<file path="config.mk">
export PLATFORM = sky130hd
export DESIGN_NAME = cc_uart_engine
export DESIGN_NICKNAME = d
export VERILOG_FILES = /design/src/rtl/cc_uart_engine.sv
export SDC_FILE = /design/constraint.sdc
export NUM_CORES = 1
export LEC_CHECK = 0
export ABC_CLOCK_PERIOD_IN_PS = 4700
export CORE_MARGIN = 3
export CORE_UTILIZATION = 62
export DETAILED_ROUTE_END_ITERATION = 6
export MAX_ROUTING_LAYER = met4
export PLACE_DENSITY = 0.86
export SLEW_MARGIN = 10
export SYNTH_ARGS = -nofsm -noshare
export SYNTH_HDL_FRONTEND = slang
export SYNTH_SLANG_ARGS = --single-unit
export TNS_END_PERCENT = 20
</file>
<file path="constraint.sdc">
create_clock -name clk -period 4.7 [get_ports clk]
set_input_delay 0.94 -clock clk [delete_from_list [all_inputs] [get_ports clk]]
set_output_delay 0.94 -clock clk [all_outputs]
set_load 0.02 [all_outputs]
</file>
<file path="src/rtl/cc_uart_engine.sv">
// cc_uart_engine: UART transmitter and receiver with a first-word
// fall-through RX FIFO. Bit timing comes from down-counters that reload
// with a per-bit cycle count and act when they reach zero.
//
//   state  | meaning
//   IDLE   | TX: waiting for tx_valid   / RX: waiting for a falling edge
//   START  | TX: driving start bit      / RX: waiting for start-bit mid-point
//   DATA   | TX: shifting data LSB first/ RX: sampling data LSB first
//   PARITY | TX: driving parity bit     / RX: sampling parity bit
//   STOP   | TX: driving stop bit       / RX: waiting for stop-bit sample
module cc_uart_engine #(
    parameter int DATA_W       = 8,
    parameter int CLKS_PER_BIT = 16,
    parameter int PARITY_EN    = 0,
    parameter int PARITY_ODD   = 0,
    parameter int FIFO_DEPTH   = 4
) (
    input  logic                        clk,
    input  logic                        rst,
    input  logic                        rx_in,
    output logic [DATA_W-1:0]           rx_data,
    output logic                        rx_valid,
    input  logic                        rx_ready,
    output logic [$clog2(FIFO_DEPTH):0] rx_count,
    output logic                        rx_done,
    output logic                        rx_parity_err,
    output logic                        rx_frame_err,
    output logic                        rx_overflow,
    input  logic [DATA_W-1:0]           tx_data,
    input  logic                        tx_valid,
    output logic                        tx_ready,
    output logic                        tx_out,
    output logic                        tx_busy,
    output logic                        tx_done
);

    localparam int CW   = $clog2(CLKS_PER_BIT);
    localparam int BW   = $clog2(DATA_W);
    localparam int AW   = $clog2(FIFO_DEPTH);
    localparam int CNTW = AW + 1;

    localparam logic [CW-1:0]   CNT_BIT  = CW'(CLKS_PER_BIT - 1);
    localparam logic [CW-1:0]   CNT_HALF = CW'(CLKS_PER_BIT / 2 - 1);
    localparam logic [BW-1:0]   BIT_LAST = BW'(DATA_W - 1);
    localparam logic [CNTW-1:0] FULL_CNT = CNTW'(FIFO_DEPTH);
    localparam logic            PAR_EN   = (PARITY_EN != 0);
    localparam logic            PAR_ODD  = (PARITY_ODD != 0);

    typedef enum logic [2:0] {
        IDLE,
        START,
        DATA,
        PARITY,
        STOP
    } state_t;

    // ------------------------------------------------------------------
    // Transmitter
    // ------------------------------------------------------------------
    state_t            tx_state_q;
    logic [CW-1:0]     tx_cnt_q;
    logic [BW-1:0]     tx_bit_q;
    logic [DATA_W-1:0] tx_shift_q;
    logic              tx_par_q;
    logic              tx_out_q;
    logic              tx_ready_q;
    logic              tx_done_q;

    // TX state machine: every output is a register so tx_out is glitch-free.
    always_ff @(posedge clk or posedge rst) begin
        if (rst) begin
            tx_state_q <= IDLE;
            tx_cnt_q   <= '0;
            tx_bit_q   <= '0;
            tx_shift_q <= '0;
            tx_par_q   <= 1'b0;
            tx_out_q   <= 1'b1;
            tx_ready_q <= 1'b1;
            tx_done_q  <= 1'b0;
        end else begin
            tx_done_q <= 1'b0;
            case (tx_state_q)
                IDLE: begin
                    if (tx_valid && tx_ready_q) begin
                        tx_shift_q <= tx_data;
                        tx_par_q   <= (^tx_data) ^ PAR_ODD;
                        tx_cnt_q   <= CNT_BIT;
                        tx_out_q   <= 1'b0;
                        tx_ready_q <= 1'b0;
                        tx_state_q <= START;
                    end
                end
                START: begin
                    if (tx_cnt_q == '0) begin
                        tx_cnt_q   <= CNT_BIT;
                        tx_out_q   <= tx_shift_q[0];
                        tx_shift_q <= tx_shift_q >> 1;
                        tx_bit_q   <= BIT_LAST;
                        tx_state_q <= DATA;
                    end else begin
                        tx_cnt_q <= tx_cnt_q - 1'b1;
                    end
                end
                DATA: begin
                    if (tx_cnt_q == '0) begin
                        tx_cnt_q <= CNT_BIT;
                        if (tx_bit_q == '0) begin
                            if (PAR_EN) begin
                                tx_out_q   <= tx_par_q;
                                tx_state_q <= PARITY;
                            end else begin
                                tx_out_q   <= 1'b1;
                                tx_state_q <= STOP;
                            end
                        end else begin
                            tx_out_q   <= tx_shift_q[0];
                            tx_shift_q <= tx_shift_q >> 1;
                            tx_bit_q   <= tx_bit_q - 1'b1;
                        end
                    end else begin
                        tx_cnt_q <= tx_cnt_q - 1'b1;
                    end
                end
                PARITY: begin
                    if (tx_cnt_q == '0) begin
                        tx_cnt_q   <= CNT_BIT;
                        tx_out_q   <= 1'b1;
                        tx_state_q <= STOP;
                    end else begin
                        tx_cnt_q <= tx_cnt_q - 1'b1;
                    end
                end
                STOP: begin
                    if (tx_cnt_q == '0) begin
                        tx_ready_q <= 1'b1;
                        tx_done_q  <= 1'b1;
                        tx_state_q <= IDLE;
                    end else begin
                        tx_cnt_q <= tx_cnt_q - 1'b1;
                    end
                end
                default: begin
                    tx_out_q   <= 1'b1;
                    tx_ready_q <= 1'b1;
                    tx_state_q <= IDLE;
                end
            endcase
        end
    end

    assign tx_out   = tx_out_q;
    assign tx_ready = tx_ready_q;
    assign tx_busy  = ~tx_ready_q;
    assign tx_done  = tx_done_q;

    // ------------------------------------------------------------------
    // Receiver
    // ------------------------------------------------------------------
    logic rx_sync1_q;
    logic rx_sync2_q;
    logic rx_prev_q;
    logic rx_s;
    logic rx_fall;

    // Two-flop synchroniser plus one delay flop for falling-edge detection;
    // all reset high so reset release never looks like a start bit.
    always_ff @(posedge clk or posedge rst) begin
        if (rst) begin
            rx_sync1_q <= 1'b1;
            rx_sync2_q <= 1'b1;
            rx_prev_q  <= 1'b1;
        end else begin
            rx_sync1_q <= rx_in;
            rx_sync2_q <= rx_sync1_q;
            rx_prev_q  <= rx_sync2_q;
        end
    end

    assign rx_s    = rx_sync2_q;
    assign rx_fall = rx_prev_q & ~rx_sync2_q;

    state_t            rx_state_q;
    logic [CW-1:0]     rx_cnt_q;
    logic [BW-1:0]     rx_bit_q;
    logic [DATA_W-1:0] rx_shift_q;
    logic              rx_par_q;
    logic              rx_done_q;
    logic              rx_perr_q;
    logic              rx_ferr_q;
    logic              rx_par_bad;
    logic              rx_stop_hit;
    logic              rx_push;

    assign rx_par_bad  = PAR_EN && (((^rx_shift_q) ^ PAR_ODD) != rx_par_q);
    assign rx_stop_hit = (rx_state_q == STOP) && (rx_cnt_q == '0);
    assign rx_push     = rx_stop_hit && rx_s && !rx_par_bad;

    // RX state machine: mid-bit sampling, status pulses registered at the stop sample.
    always_ff @(posedge clk or posedge rst) begin
        if (rst) begin
            rx_state_q <= IDLE;
            rx_cnt_q   <= '0;
            rx_bit_q   <= '0;
            rx_shift_q <= '0;
            rx_par_q   <= 1'b0;
            rx_done_q  <= 1'b0;
            rx_perr_q  <= 1'b0;
            rx_ferr_q  <= 1'b0;
        end else begin
            rx_done_q <= 1'b0;
            rx_perr_q <= 1'b0;
            rx_ferr_q <= 1'b0;
            case (rx_state_q)
                IDLE: begin
                    if (rx_fall) begin
                        rx_cnt_q   <= CNT_HALF;
                        rx_state_q <= START;
                    end
                end
                START: begin
                    if (rx_cnt_q == '0) begin
                        if (rx_s) begin
                            rx_state_q <= IDLE;
                        end else begin
                            rx_cnt_q   <= CNT_BIT;
                            rx_bit_q   <= BIT_LAST;
                            rx_state_q <= DATA;
                        end
                    end else begin
                        rx_cnt_q <= rx_cnt_q - 1'b1;
                    end
                end
                DATA: begin
                    if (rx_cnt_q == '0) begin
                        rx_cnt_q   <= CNT_BIT;
                        rx_shift_q <= {rx_s, rx_shift_q[DATA_W-1:1]};
                        if (rx_bit_q == '0) begin
                            rx_state_q <= PAR_EN ? PARITY : STOP;
                        end else begin
                            rx_bit_q <= rx_bit_q - 1'b1;
                        end
                    end else begin
                        rx_cnt_q <= rx_cnt_q - 1'b1;
                    end
                end
                PARITY: begin
                    if (rx_cnt_q == '0) begin
                        rx_par_q   <= rx_s;
                        rx_cnt_q   <= CNT_BIT;
                        rx_state_q <= STOP;
                    end else begin
                        rx_cnt_q <= rx_cnt_q - 1'b1;
                    end
                end
                STOP: begin
                    if (rx_cnt_q == '0) begin
                        rx_done_q  <= 1'b1;
                        rx_ferr_q  <= ~rx_s;
                        rx_perr_q  <= rx_par_bad;
                        rx_state_q <= IDLE;
                    end else begin
                        rx_cnt_q <= rx_cnt_q - 1'b1;
                    end
                end
                default: begin
                    rx_state_q <= IDLE;
                end
            endcase
        end
    end

    assign rx_done       = rx_done_q;
    assign rx_parity_err = rx_perr_q;
    assign rx_frame_err  = rx_ferr_q;

    // ------------------------------------------------------------------
    // RX FIFO (first-word fall-through)
    // ------------------------------------------------------------------
    logic [DATA_W-1:0] fifo_mem [FIFO_DEPTH];
    logic [AW-1:0]     wr_ptr_q, wr_ptr_d;
    logic [AW-1:0]     rd_ptr_q, rd_ptr_d;
    logic [CNTW-1:0]   count_q, count_d;
    logic              ovf_q;
    logic              fifo_full;
    logic              fifo_pop;
    logic              fifo_push;
    logic              fifo_drop;

    assign fifo_full = (count_q == FULL_CNT);
    assign fifo_pop  = rx_valid && rx_ready;
    // A pop in the same cycle frees the slot a full FIFO would otherwise lack.
    assign fifo_push = rx_push && (!fifo_full || fifo_pop);
    assign fifo_drop = rx_push && fifo_full && !fifo_pop;

    // Next-state pointers and occupancy; pointers wrap naturally at 2**AW.
    always_comb begin
        wr_ptr_d = wr_ptr_q;
        rd_ptr_d = rd_ptr_q;
        count_d  = count_q;
        if (fifo_push) begin
            wr_ptr_d = wr_ptr_q + 1'b1;
        end
        if (fifo_pop) begin
            rd_ptr_d = rd_ptr_q + 1'b1;
        end
        if (fifo_push && !fifo_pop) begin
            count_d = count_q + 1'b1;
        end else if (fifo_pop && !fifo_push) begin
            count_d = count_q - 1'b1;
        end
    end

    // FIFO control registers and the overflow pulse.
    always_ff @(posedge clk or posedge rst) begin
        if (rst) begin
            wr_ptr_q <= '0;
            rd_ptr_q <= '0;
            count_q  <= '0;
            ovf_q    <= 1'b0;
        end else begin
            wr_ptr_q <= wr_ptr_d;
            rd_ptr_q <= rd_ptr_d;
            count_q  <= count_d;
            ovf_q    <= fifo_drop;
        end
    end

    // FIFO storage; contents are only meaningful while count_q is non-zero.
    always_ff @(posedge clk) begin
        if (fifo_push) begin
            fifo_mem[wr_ptr_q] <= rx_shift_q;
        end
    end

    assign rx_data     = fifo_mem[rd_ptr_q];
    assign rx_valid    = (count_q != '0);
    assign rx_count    = count_q;
    assign rx_overflow = ovf_q;

endmodule

</file>
After elaboration in Yosys (flattened, before gate mapping)
Memories as Yosys holds them, arrays and structs flattened.
Index checks and enable logic that the tools add are counted.
Word-level totals
  bits in registers: 52
  RAM bits: 32
  input bits: 13
  output and inout bits: 20
  memories kept: 1
Memories
  fifo_mem: depth 4, width 8, rd ports 1, clocked after Yosys merged registers in 0, wr ports 1, line 279  | logic [DATA_W-1:0] fifo_mem [FIFO_DEPTH];
Operators by class
  add/sub/neg operators: 8
  equality and inequality tests: 27
  mux-type cells: 56
  bitwise gates (word level): 5
  reductions and logical operators: 38
Operators with widths (number)
  3-bit 2-to-1 mux: 21
  4-bit 2-to-1 mux: 8
  8-bit 2-to-1 mux: 4
  2-bit != test, second input constant: 16
  3-bit one-hot mux with 5 select lines: 2
  8-bit one-hot mux with 3 select lines: 1
  4-bit one-hot mux with 4 select lines: 1
  5-bit AND reduction: 3
  1-bit 2-to-1 mux: 13
  3-bit by 2-bit equality test with 1-bit output, second input constant: 4
  3-bit zero test: 4
  3-bit one-hot mux with 2 select lines: 2
  4-bit one-hot mux with 3 select lines: 1
  6-bit AND reduction: 2
  3-bit equality test, second input constant: 3
  1-bit logical AND: 9
  3-bit nonzero test: 3
  3-bit by 1-bit subtractor with 3-bit output, second input constant: 3
  4-bit zero test: 2
  4-bit AND reduction: 2
  4-bit by 1-bit subtractor with 4-bit output, second input constant: 2
  3-bit by 1-bit equality test with 1-bit output, second input constant: 2
  3-bit AND reduction: 2
  2-bit nonzero test: 3
  other kinds (15): 21

Longest topological paths before layout
Gate-level depths: netlist of the first run.
  depth after elaboration: 8
  depth in mapped cells: 13

Worst setup path before layout of the first run
OpenSTA, ideal clock, no wires.
  kind: input to register
  start: in rx_ready
  end: reg count_q[1] (netlist: rx_count[1])
  library setup time: 125 ps
  arrival time: 2785 ps
  data required time: 4575 ps
  setup slack: 1790 ps
  stages: 7
  path buffers: 1
  cell sequence: or4b_2 and3_1 buf_2 ha_1 inv_1 fa_1 mux2_2
RTL lines
  start: declaration: line 23  | input logic rx_ready,
  1-bit logical AND: line 290  | assign fifo_pop = rx_valid && rx_ready;
  1-bit logical OR: line 292  | assign fifo_push = rx_push && (!fifo_full || fifo_pop);
  1-bit logical AND: line 292
  named net fifo_push: line 286  | logic fifo_push;
  1-bit logical AND: line 306  | if (fifo_push && !fifo_pop) begin
  3-bit 2-to-1 mux: line 306
  named net count_d[1]: line 282  | logic [CNTW-1:0] count_q, count_d;
  end signal: assignment: line 323  | count_q <= count_d;
  end: declaration: line 282
The timed path passes the listed nets, and every way through them passes these cells.
A chain may end at the register's enable or synchronous reset.

Final worst setup path of the first run
  start: reg rd_ptr_q[0]
  end: out rx_data[2]
On the way
  longest elaborated chain between the ends: 1
RTL lines
  start: declaration: line 281  | logic [AW-1:0] rd_ptr_q, rd_ptr_d;
  start signal: assignment: line 322  | rd_ptr_q <= rd_ptr_d;
  memory read 4 x 8 bit
  end: declaration: line 21  | output logic [DATA_W-1:0] rx_data,
No other way between the ends.

==> results of run 1 <==
==> final timing paths <==
path / from / slack, ns / cells past startpoint / to
setup / recovery: rd_ptr_q[0]$_DFFE_PP0N_ / 1.56 / 2 / rx_data[2]
hold / removal: rx_sync1_q$_DFF_PP1_ / 0.36 / 0 / rx_s$_DFF_PP1_
setup reg to reg: rx_cnt_q[0]$_DFFE_PP0P_ / 1.89 / 11 / rx_count[2]$_DFFE_PP0P_
hold reg to reg: rx_sync1_q$_DFF_PP1_ / 0.36 / 0 / rx_s$_DFF_PP1_
max in group asynchronous: rst / 2.88 / 2 / tx_state_q[2]$_DFFE_PP0P_
min in group asynchronous: rst / 1.17 / 2 / tx_state_q[0]$_DFFE_PP0P_
==> cell families after synthesis <==
family | count (synthesis) | share of synthesized area [%]
other cells | 1 | 0.0973
xor+xnor | 9 | 2.04
simple gates | 68 | 9.67
mux | 37 | 13.8
compound gates | 44 | 7.53
flops | 84 | 58.8
fa+ha+maj | 12 | 4.09
buf+inv | 34 | 3.93
==> power groups by stage <==
| stage | Clock [W] | Combinational, W | Sequential, W |
|---|---|---|---|
| floorplan | 0 | 0.000367 | 0.000896 |
| global placement | 0 | 0.000463 | 0.000945 |
| detailed placement | 0 | 0.000488 | 0.000951 |
| CTS | 0.000497 | 0.000490 | 0.000937 |
| global route | 0.000537 | 0.000527 | 0.000954 |
| finish | 0.000488 | 0.000482 | 0.000936 |
==> Yosys cell counts, drive strengths merged (2+ instances only) <==
cell type and number:
a21oi 7, a22o 2, a22oi 4, a31oi 2, and2 4, and3 2, buf 7, clkbuf 8
dfrtp 47, dfstp 5, edfxtp 32, ha 11, inv 19, mux2 28, mux4 8, nand2 10
nand2b 3, nand3 6, nor2 18, nor2b 3, nor3 4, nor3b 6, nor4 2, o21ai 15
o41ai 2, or3 3, or3b 3, xnor2 6, xor2 3
==> cells in the final DEF (no fill, tap or decap), types with 5 or more instances in the layout <==
cell / n
dfrtp_1: 47
edfxtp_1: 32
clkdlybuf4s50_1: 31
mux2_2: 21
nor2_1: 18
inv_1: 18
o21ai_0: 14
ha_1: 11
nand2_1: 10
clkbuf_8: 9
mux4_2: 8
a21oi_1: 7
mux2_4: 7
xnor2_1: 6
nor3b_1: 6
nand3_1: 5
dfstp_2: 5
==> per-layer routing <==
layer  GRT usage (%)  wire length (um)  vias to the layer above
li1                -                 -                     1100
met1            26.5              2860                     1125
met2            29.1              3060                       41
met3            3.11               186                       10
met4            10.5               131                        0
met5               -                 0                        -
==> layout make-up <==
cell class / count / area, sq um
Clock buffer: 11 / 131
Clock inverter: 5 / 52.6
Fill cell: 393 / 1590
Inverter: 19 / 71.3
Multi-Input combinational cell: 171 / 1440
Sequential cell: 84 / 2270
Tap cell: 75 / 93.8
Timing Repair Buffer: 31 / 310
==> stage by stage <==
step | total power [W] | hold WS (ns) | instance area (sq um) | instances | setup slack (ns)
2_1_floorplan | 0.00126 | 0.345 | 3850 | 289 | 1.79
3_3_place_gp | 0.00141 | 0.347 | 4180 | 380 | 1.36
3_5_place_dp | 0.00144 | 0.347 | 4180 | 380 | 1.28
4_1_cts | 0.00192 | 0.359 | 4360 | 396 | 1.51
5_1_grt | 0.00202 | 0.369 | 4360 | 396 | 1.42
6_report | 0.00190 | 0.358 | 4360 | 396 | 1.56
==> state kept, by name, indices dropped and copies added, names as in the netlist, 2 cells and up <==
register,flops
fifo_mem,32
rd_ptr_q,2
rx_bit_q,3
rx_cnt_q,4
rx_count,3
rx_shift_q,8
rx_state_q,3
tx_bit_q,3
tx_cnt_q,4
tx_shift_q,8
tx_state_q,3
wr_ptr_q,2
==> critical path, stage by stage (launching register included) <==
cell	delay (ns)
dfrtp_1	0.72
mux4_2	0.59
clkdlybuf4s50_1	0.55
==> reports/results.ini, run 1 <==
[place]
io_buffers=31
hpwl_mm=4.40
gp_congestion=0.812

[cts]
postCtsSetupBuffers=0
path_clk_slew_ns=0.08
worst_skew_pair.late_latency_ns=0.35
htree_levels=3
clk_root_buffer_cell=clkbuf_8
cts-buffers-inserted=9
cts_buffer_depth=2
cts_tree=done
cts_hold_buf=0
cts_num_sinks=84
post_cts_resize_count=0

[critical_path]
worstSetupPathType=reg2out
cp-start-kind=register
critPathMaxFanout=10
cp_data_required_time_ns=3.76
cp_data_arrival_time_ns=2.20
end_kind=output port

[yosys]
synth_edf_count=32
synthCells=289
syn_nets=314
synth_top_area_share_pct=30.5
async_flop_share_pct=61.9
synth.avg_cell_area_sq_um=13.3
seq_area_frac_synth_pct=58.8
yosys.area.top_type=dfrtp_1
synth-seq-cells=84
synthTopCellsByArea=dfrtp_1 31%, edfxtp_1 25%, mux2_2 6.1%
ys_warn_count=0
synth.cell_area_sq_um=3850
synth_cell_type_count=56
synth_flop_cell=dfrtp_1

[power]
vdd_ir_drop_max_mv=0.338
p_leak_nw=1.77
p_switching_w=0.000569
share_seq_of_total_power_pct=49.1
combPwrFrac_pct=25.3
p_per_area_nw_per_um2=437
swShare_pct=29.9
pwr-share-clk_pct=25.6
p_int_w=0.00134

[floorplanning]
io_pins=33
coreArea_sq_um=5960
num_rows=28
die_area_sq_um=7200
start_util_pct=64.7
die_h_um=84.9
die_w_um=84.9

[sta]
max_freq_mhz=318
final-setup-viol-count=0
finClkSkew_ns=0.0110
fin_crit_ns=3.14
rsz0062_at_grt=no
tightest_slew_ns=1.05
final-hold-violation-count=0
tns_ns=0
slew_headroom_pct=29.6
finalCritPeriodShare_pct=66.8
slew_violations=0

[drt]
drtIter0Drc=124
num_vias=2276
ant_nets=0
wl_mm=6.23
drt-pass1-iter-count=4
wl_per_cell_um=15.7
drcViolationCount=0
vias_per_cell=5.75

[finish]
area_growth_pct=13.2
final_util_pct=73.3
num_antenna_cells=0
drive_gt1_share_pct=19.0
fin_nets=341

[run_status]
status=finished clean

[global_route]
grt_start_max_net_pins=53
first_global_vias=2238
antenna_found_initial=0
grt.overflow.total=0
grt_pass1_wl_mm=10.7
grt_usage_pct=19.7

[flow_run]
drv_cap=0

[min_path]
worstHoldPathType=reg2reg

No activity file was read; power rests on OpenSTA's default activity.
==> inputs of run 2 (changes only) <==
Settings changed: ABC_CLOCK_PERIOD_IN_PS 4700 to 3040, CORE_UTILIZATION 62 to 57, PLACE_DENSITY 0.86 to 0.8.
Clock period 4.7 ns to 3.04 ns, I/O delays scaled along.
==> reports/results.ini, run 2 (synthesis results as in run 1) <==
[critical_path]
crit_family=flip-flops
worstPathCellList=mux4_2 -> clkdlybuf4s50_1
end_kind=output port
crit_slowest_cell=dfrtp_1
cp-start-kind=register
crit_path_max_incr_delay_ns=0.73  ; about the same
worstSetupPathType=reg2out
critical_path.n_buffers_inverters=1  ; unchanged
cp_data_required_time_ns=2.43  ; -1.33 ns
critPathMaxFanout=10  ; unchanged
cp_data_arrival_time_ns=2.22  ; +0.02 ns

[finish]
largest_register_ff_count=32  ; unchanged
largestRegisters=fifo_mem x32, rx_shift_q x8, tx_shift_q x8
final_util_pct=68.0  ; -5.2 points
fin_nets=345  ; +1.2%
num_antenna_cells=0  ; unchanged
largest_register=fifo_mem
layout_common_cells=47 x dfrtp_1, 32 x edfxtp_1, 31 x clkdlybuf4s50_1
layout_commonest_cell=dfrtp_1
area_growth_pct=14.0
n_fill_cell=478  ; +22%
drive_gt1_share_pct=20.9  ; +1.9 points

[power]
p_int_w=0.00201  ; +51%
swShare_pct=31.0  ; +1.1 points
share_seq_of_total_power_pct=49.3  ; +0.2 points
finalPower_w=0.00292  ; +53%
p_leak_nw=1.78  ; +0.56%
pwr-share-clk_pct=25.2  ; -0.4 points
vdd_ir_drop_max_mv=0.377  ; +12%
combPwrFrac_pct=25.5  ; +0.2 points
p_switching_w=0.000905  ; +59%
p_per_area_nw_per_um2=664  ; +52%

[cts]
cts_tree=done
clk_root_buffer_cell=clkbuf_8
cts_num_sinks=84  ; unchanged
cts-buffers-inserted=9  ; unchanged
worst_skew_pair.late_latency_ns=0.35  ; about the same
cts_hold_buf=0  ; unchanged
cts_buffer_depth=2  ; unchanged
htree_levels=3  ; unchanged
postCtsSetupBuffers=0  ; unchanged
path_clk_slew_ns=0.09  ; about the same
post_cts_resize_count=0  ; unchanged

[sta]
max_freq_mhz=353
timing.hold.ws_ns=0.361  ; +0.00375 ns
fin_crit_ns=2.83
slew_headroom_pct=52.8  ; +23 points
slew_violations=0  ; unchanged
tns_ns=0  ; unchanged
final-hold-violation-count=0  ; unchanged
finClkSkew_ns=0.0107  ; -0.000268 ns
rsz0062_at_grt=no
final-setup-viol-count=0  ; unchanged
tightest_slew_ns=0.706  ; -0.348 ns
finalCritPeriodShare_pct=93.1

[drt]
vias_per_cell=5.55  ; -3.4%
drcViolationCount=0  ; unchanged
num_vias=2231  ; -2.0%
wl_mm=6.25  ; +0.30%
ant_nets=0  ; unchanged
wl_per_cell_um=15.5  ; -1.2%
drtIter0Drc=116  ; -6.5%
drt-pass1-iter-count=4  ; unchanged

[floorplanning]
io_pins=33  ; unchanged
die_area_sq_um=7790  ; +8.1%
start_util_pct=59.7  ; -5.0 points
die_w_um=88.2  ; +4.0%
die_h_um=88.2  ; +4.0%
num_rows=29  ; +3.6%
coreArea_sq_um=6460  ; +8.4%

[global_route]
grt_start_max_net_pins=23  ; -57%
grt_pass1_wl_mm=10.6  ; -0.71%
antenna_found_initial=0  ; unchanged
grt.overflow.total=0  ; unchanged
grt_usage_pct=18.5  ; -1.1 points
first_global_vias=2276  ; +1.7%

[place]
io_buffers=31  ; unchanged
gp_congestion=0.817  ; +0.71%
hpwl_mm=4.41  ; +0.22%

[min_path]
worstHoldPathType=reg2reg

[run_status]
status=finished clean

[flow_run]
drv_cap=0  ; unchanged

[run 2: cell count changes in the layout (fill, tap and decap cells not counted)]
cell / delta
buf_4: +4
bufinv_16: -1
clkbuf_1: -2
clkbuf_8: +1
clkinv_1: -1
clkinv_2: -1
clkinv_4: -1
clkinvlp_4: +3
inv_6: +2
[run 2: power by group through the flow]
stage	registers [W]	logic, W	clock network, W
after CTS	0.00144	0.000750	0.000748
after detailed placement	0.00146	0.000752	0
after global placement	0.00146	0.000720	0
final	0.00144	0.000744	0.000735
after global routing	0.00147	0.000817	0.000799
after floorplan	0.00138	0.000567	0
[run 2: layout make-up]
type	count	area [sq um]	share of cell area (%)
Clock buffer	10	138	3.13
Clock inverter	6	45.0	1.03
Inverter	19	71.3	1.62
Multi-Input combinational cell	171	1440	32.7
Sequential cell	84	2270	51.6
Tap cell	77	96.3	2.19
Timing Repair Buffer	35	340	7.74
[run 2: worst paths after layout]
check | start | endpoint | slack, ns | depth (start not counted)
max in group asynchronous | rst | rx_prev_q$_DFF_PP1_ | 1.82 | 3
hold / removal | rx_sync1_q$_DFF_PP1_ | rx_s$_DFF_PP1_ | 0.36 | 0
setup / recovery | rd_ptr_q[0]$_DFFE_PP0N_ | rx_data[1] | 0.21 | 2
min in group asynchronous | rst | wr_ptr_q[1]$_DFFE_PP0P_ | 0.59 | 2
hold reg to reg | rx_sync1_q$_DFF_PP1_ | rx_s$_DFF_PP1_ | 0.36 | 0
setup reg to reg | rx_cnt_q[0]$_DFFE_PP0P_ | rx_count[2]$_DFFE_PP0P_ | 0.34 | 11
[run 2: routing by layer]
metal  track usage [%]  vias up  routed length, um
li1                  -     1096                  -
met1              23.8     1094               2900
met2              29.2       31               3100
met3              4.19       10                170
met4              6.46        0                 82
met5                 -        -                  0
[run 2: metrics by stage]
stage          cell area, sq um  cells  setup slack (ns)
2_1_floorplan              3850    289             0.462
3_3_place_gp               4210    386             0.100
3_5_place_dp               4210    386            0.0341
4_1_cts                    4390    402             0.174
5_1_grt                    4390    402            0.0579
6_report                   4390    402             0.209
==> inputs of run 3 (changes only) <==
Settings changed: ABC_CLOCK_PERIOD_IN_PS 3040 to not set, CAP_MARGIN set to 25.
==> results of run 3 <==
The final DEF is identical to that of run 2; final timing and power are the same.
==> edit 1 (config.mk and constraints of run 3) <==
Encoding of `state_t`: now one-hot (5 bits for 5 states).
--- a/src/rtl/cc_uart_engine.sv
+++ b/src/rtl/cc_uart_engine.sv
@@ -48,8 +48,8 @@
 
-    typedef enum logic [2:0] {
-        IDLE,
-        START,
-        DATA,
-        PARITY,
-        STOP
+    typedef enum logic [4:0] {
+        IDLE   = 5'b00001,
+        START  = 5'b00010,
+        DATA   = 5'b00100,
+        PARITY = 5'b01000,
+        STOP   = 5'b10000
     } state_t;
Function: same outputs for any inputs over 10 cycles, from zero or initial values and one cycle with rst high; not proved beyond that.
==> edit 1 against run 3 <==
Non-clock buffer count decreased by 1; sequential power increased by 9%; final area increased by 4.7%; global-route usage decreased by 0.28 points; power increased by 13%; sequential cell count increased by 2; combinational power increased by 22%; worst setup slack improved by 0.0055 ns; clock power increased by 12%; die area increased by 4.2%; area after synthesis increased by 4.5%; routed wire length increased by 1.3%.
==> edit 1: results (changes against run 3) <==
status=completed; PnR Total Power=0.00330 W (+13%); met1 wire length=2910 um (+0.28%); final worst path period need=2.83 ns (-0.00548 ns); leakage=1.78 nW (+0.23%); met3 WL=245 um (+44%); ys flop type=dfrtp_1; sequential area share after synthesis=57.6% (-1.2 points); synth top area cells=dfrtp_1, edfxtp_1, mux2_2, dfstp_2, mux4_2; filler cell count=515 (+7.7%); worst skew pair latency=0.35 ns (about the same); Synth Net Count=328 (+4.5%); fin nets=357 (+3.5%); Area after DPL=4390 um2 (+4.3%); Cells after DPL=417 (+8.0%); comb pwr=0.000906 W (+22%); Net Sw Frac=31.3% (+0.32 points); vias in the first global route=2456 (+7.9%); first-pass GRT wire length=11700 um (+10%); Synth cell types=59 (+5.4%); Setup Buffers After CTS=0 (unchanged); Commonest cells post-synth=dfrtp_1, edfxtp_1, mux2_2, inv_1; CTS clk-pin slew, worst paths=0.09 ns (about the same); Buffers on Ports=31 (unchanged); ys async rst share=62.8% (+0.89 points); M2 GR Usage=27.9% (-1.4 points); RePlAce Congestion=0.783 (-4.2%); Rel. slew slack=53.2% (+0.43 points); met3 usage=4.27% (+0.078 points); met2 WL post-DR=3080 um (-0.42%); seq pwr=0.00157 W (+9%); Vias per Instance=5.50 (-0.96%); Detail Placement HPWL=4480 um (+1.8%); Routed Wire Length=6330 um (+1.3%); RR Startpoint=rx_cnt_q[0]; CTS resizes=0 (unchanged); clk_skew=0.00632 ns (-0.00439 ns); Non-Filler Instances=433 (+7.7%); Peak supply drop=0.000389 V (+3.0%); share of cells above drive strength 1=23.1% (+2.2 points); pre-CTS WS=0.0359 ns (+0.00181 ns); largest net degree at the start of global routing=26 (+13%); Syn Area/Cell=13.3 um2 (-0.35%); Worst R2R Setup Slack=0.30 ns (-0.04 ns); number of synthesized flops with an enable pin=32 (unchanged); Fin Hold WS=0.359 ns (-0.00250 ns); met1 Use GR=23.6% (-0.20 points); 1st-iter DRT viols=118 (+1.7%); worst setup path end=rx_data[4]; gr usage total=18.2% (-0.28 points)
edit 1: kinds of logic (layout without fill, tap and decap cells):
family | Yosys count | count (layout) | share of synthesized area (%)
buf+inv | 37 | 71 | 4.13
mux | 36 | 36 | 12.4
xor+xnor | 9 | 9 | 1.96
flops | 86 | 86 | 57.6
other cells | 1 | 1 | 0.0931
simple gates | 79 | 79 | 12.0
compound gates | 43 | 43 | 7.86
fa+ha+maj | 12 | 12 | 3.91
edit 1: worst max-delay path, stage by stage (launching register included):
cell and delay [ns]:
dfrtp_1 0.71, mux4_2 0.58, clkdlybuf4s50_1 0.56
edit 1: final cells by class:
type	count	area (um2)	area share [%]
repair buffers	34	333	7.24
clock inverters	6	68.8	1.50
well taps	96	120	2.61
multi-input cells	180	1540	33.5
clock buffers	10	138	2.99
inverters	21	78.8	1.71
flip-flops and latches	86	2320	50.5
==> edit 2 (config.mk and constraints of run 3) <==
Without the edit above. Change the parameter `FIFO_DEPTH` from 4 to 2.
--- a/src/rtl/cc_uart_engine.sv
+++ b/src/rtl/cc_uart_engine.sv
@@ -15,3 +15,3 @@
     parameter int PARITY_ODD   = 0,
-    parameter int FIFO_DEPTH   = 4
+    parameter int FIFO_DEPTH   = 2
 ) (
Ports: changed (resized rx_count); port bits go from 33 to 32. No check against the original RTL was run, so the function may have changed too.
==> edit 2 against run 3 <==
Power down 16%; sequential cell count down 19; area after synthesis down 21%; worst hold slack better by 0.016 ns; routed wire length down 21%; worst setup slack better by 0.43 ns; utilization up 2.3 points; final area down 18%; non-clock buffer count down 1; die area down 19%; synthesized cell count down 11%; sequential power down 24%; critical endpoint is now rx_data[0]; largest power group unchanged.
==> edit 2: results (changes against run 3) <==
vias in the first global route=1941 (-15%); R2R cell count=6 (-5); Pre-antenna DRT Iters=4 (unchanged); Synth cell types=55 (-1.8%); r2r endpoint=fifo_mem[0][7]; Buffers on Ports=30 (-3.2%); met1 wire length=2280 um (-22%); Cells after DPL=349 (-9.6%); CP Data Arrival Time=1.80 ns (-0.42 ns); diode count=0 (unchanged); CP max stage delay=0.56 ns (-0.17 ns); Fin Hold WS=0.378 ns (+0.0161 ns); ys async rst share=75.4% (+13 points); status=completed; worst setup path end=rx_data[0]; clock-net power=0.000702 W (-4.5%); Detail Placement HPWL=3460 um (-22%); Slowest-stage cell, CP=dfrtp_1; synth top area cells=dfrtp_1, edfxtp_1, mux2_2, dfstp_2, ha_1; CTS Root Cell=clkbuf_8; met3 WL=145 um (-15%); leakage=1.57 nW (-12%); Vias per Instance=5.40 (-2.6%); Largest Pwr Group=registers; Worst R2R Setup Slack=0.66 ns (+0.32 ns); worst skew pair latency=0.32 ns (-0.03 ns); initial antenna violation count=0 (unchanged); share of cells above drive strength 1=24.0% (+3.1 points); final worst path period need=2.41 ns (-0.426 ns); hold path endpoint=rx_s; first-pass GRT wire length=8740 um (-18%); clk buf depth=2 (unchanged); clk_skew=0.00690 ns (-0.00381 ns); CTS H-tree lvls=3 (unchanged); routed len/inst=13.5 um (-13%); number of synthesized flops with an enable pin=16 (-50%); sequential area share after synthesis=56.1% (-2.8 points); largest net degree at the start of global routing=47 (+100%); CP Max Fanout=9 (-1); fin nets=311 (-9.9%); 1st-iter DRT viols=82 (-29%); PnR Total Power=0.00245 W (-16%); Synth Net Count=278 (-11%); gr usage total=18.6% (+0.029 points); Peak supply drop=0.000412 V (+9.2%); comb pwr=0.000652 W (-12%); RePlAce Congestion=0.810 (-0.86%); Routed Wire Length=4950 um (-21%); ys flop type=dfrtp_1; biggest regs=fifo_mem (16), rx_shift_q (8), tx_shift_q (8); Psw=0.000713 W (-21%); worst setup path startpoint=rd_ptr_q; CTS clk-pin slew, worst paths=0.07 ns (-0.02 ns); Rel. slew slack=56.3% (+3.5 points); post-synthesis instance total=258 (-11%); Commonest cells post-synth=dfrtp_1, mux2_2, nor2_1; met2 WL post-DR=2430 um (-21%); Area after DPL=3410 um2 (-19%); pre-CTS WS=0.565 ns (+0.531 ns)
-- edit 2: final cells by class --
| class | count | area [um2] |
|---|---|---|
| fill | 403 | 1520 |
| clock buffer | 13 | 149 |
| inverter | 16 | 60.1 |
| tap | 70 | 87.6 |
| multi-input combinational | 165 | 1220 |
| timing repair buffer | 34 | 343 |
| sequential | 65 | 1710 |
| clock inverter | 3 | 40.0 |
-- edit 2: kinds of logic (layout without fill, tap and decap cells) --
kind of cell | after synthesis | in the layout | share of synthesized area (%)
buffers and inverters | 28 | 66 | 3.85
AO/OA/AOI/OAI | 48 | 48 | 10.5
XOR/XNOR | 5 | 5 | 1.43
AND/OR/NAND/NOR | 69 | 69 | 12.2
multiplexers | 35 | 35 | 12.9
flip-flops | 65 | 65 | 56.1
other | 1 | 1 | 0.123
adder cells (fa/ha/maj) | 7 | 7 | 2.87
-- edit 2: layer usage --
metal | up-vias | track usage [%]
met3 | 8 | 3.85
met1 | 945 | 22.2
met4 | 0 | 8.42
met5 | - | -
met2 | 39 | 30.4
li1 | 986 | -
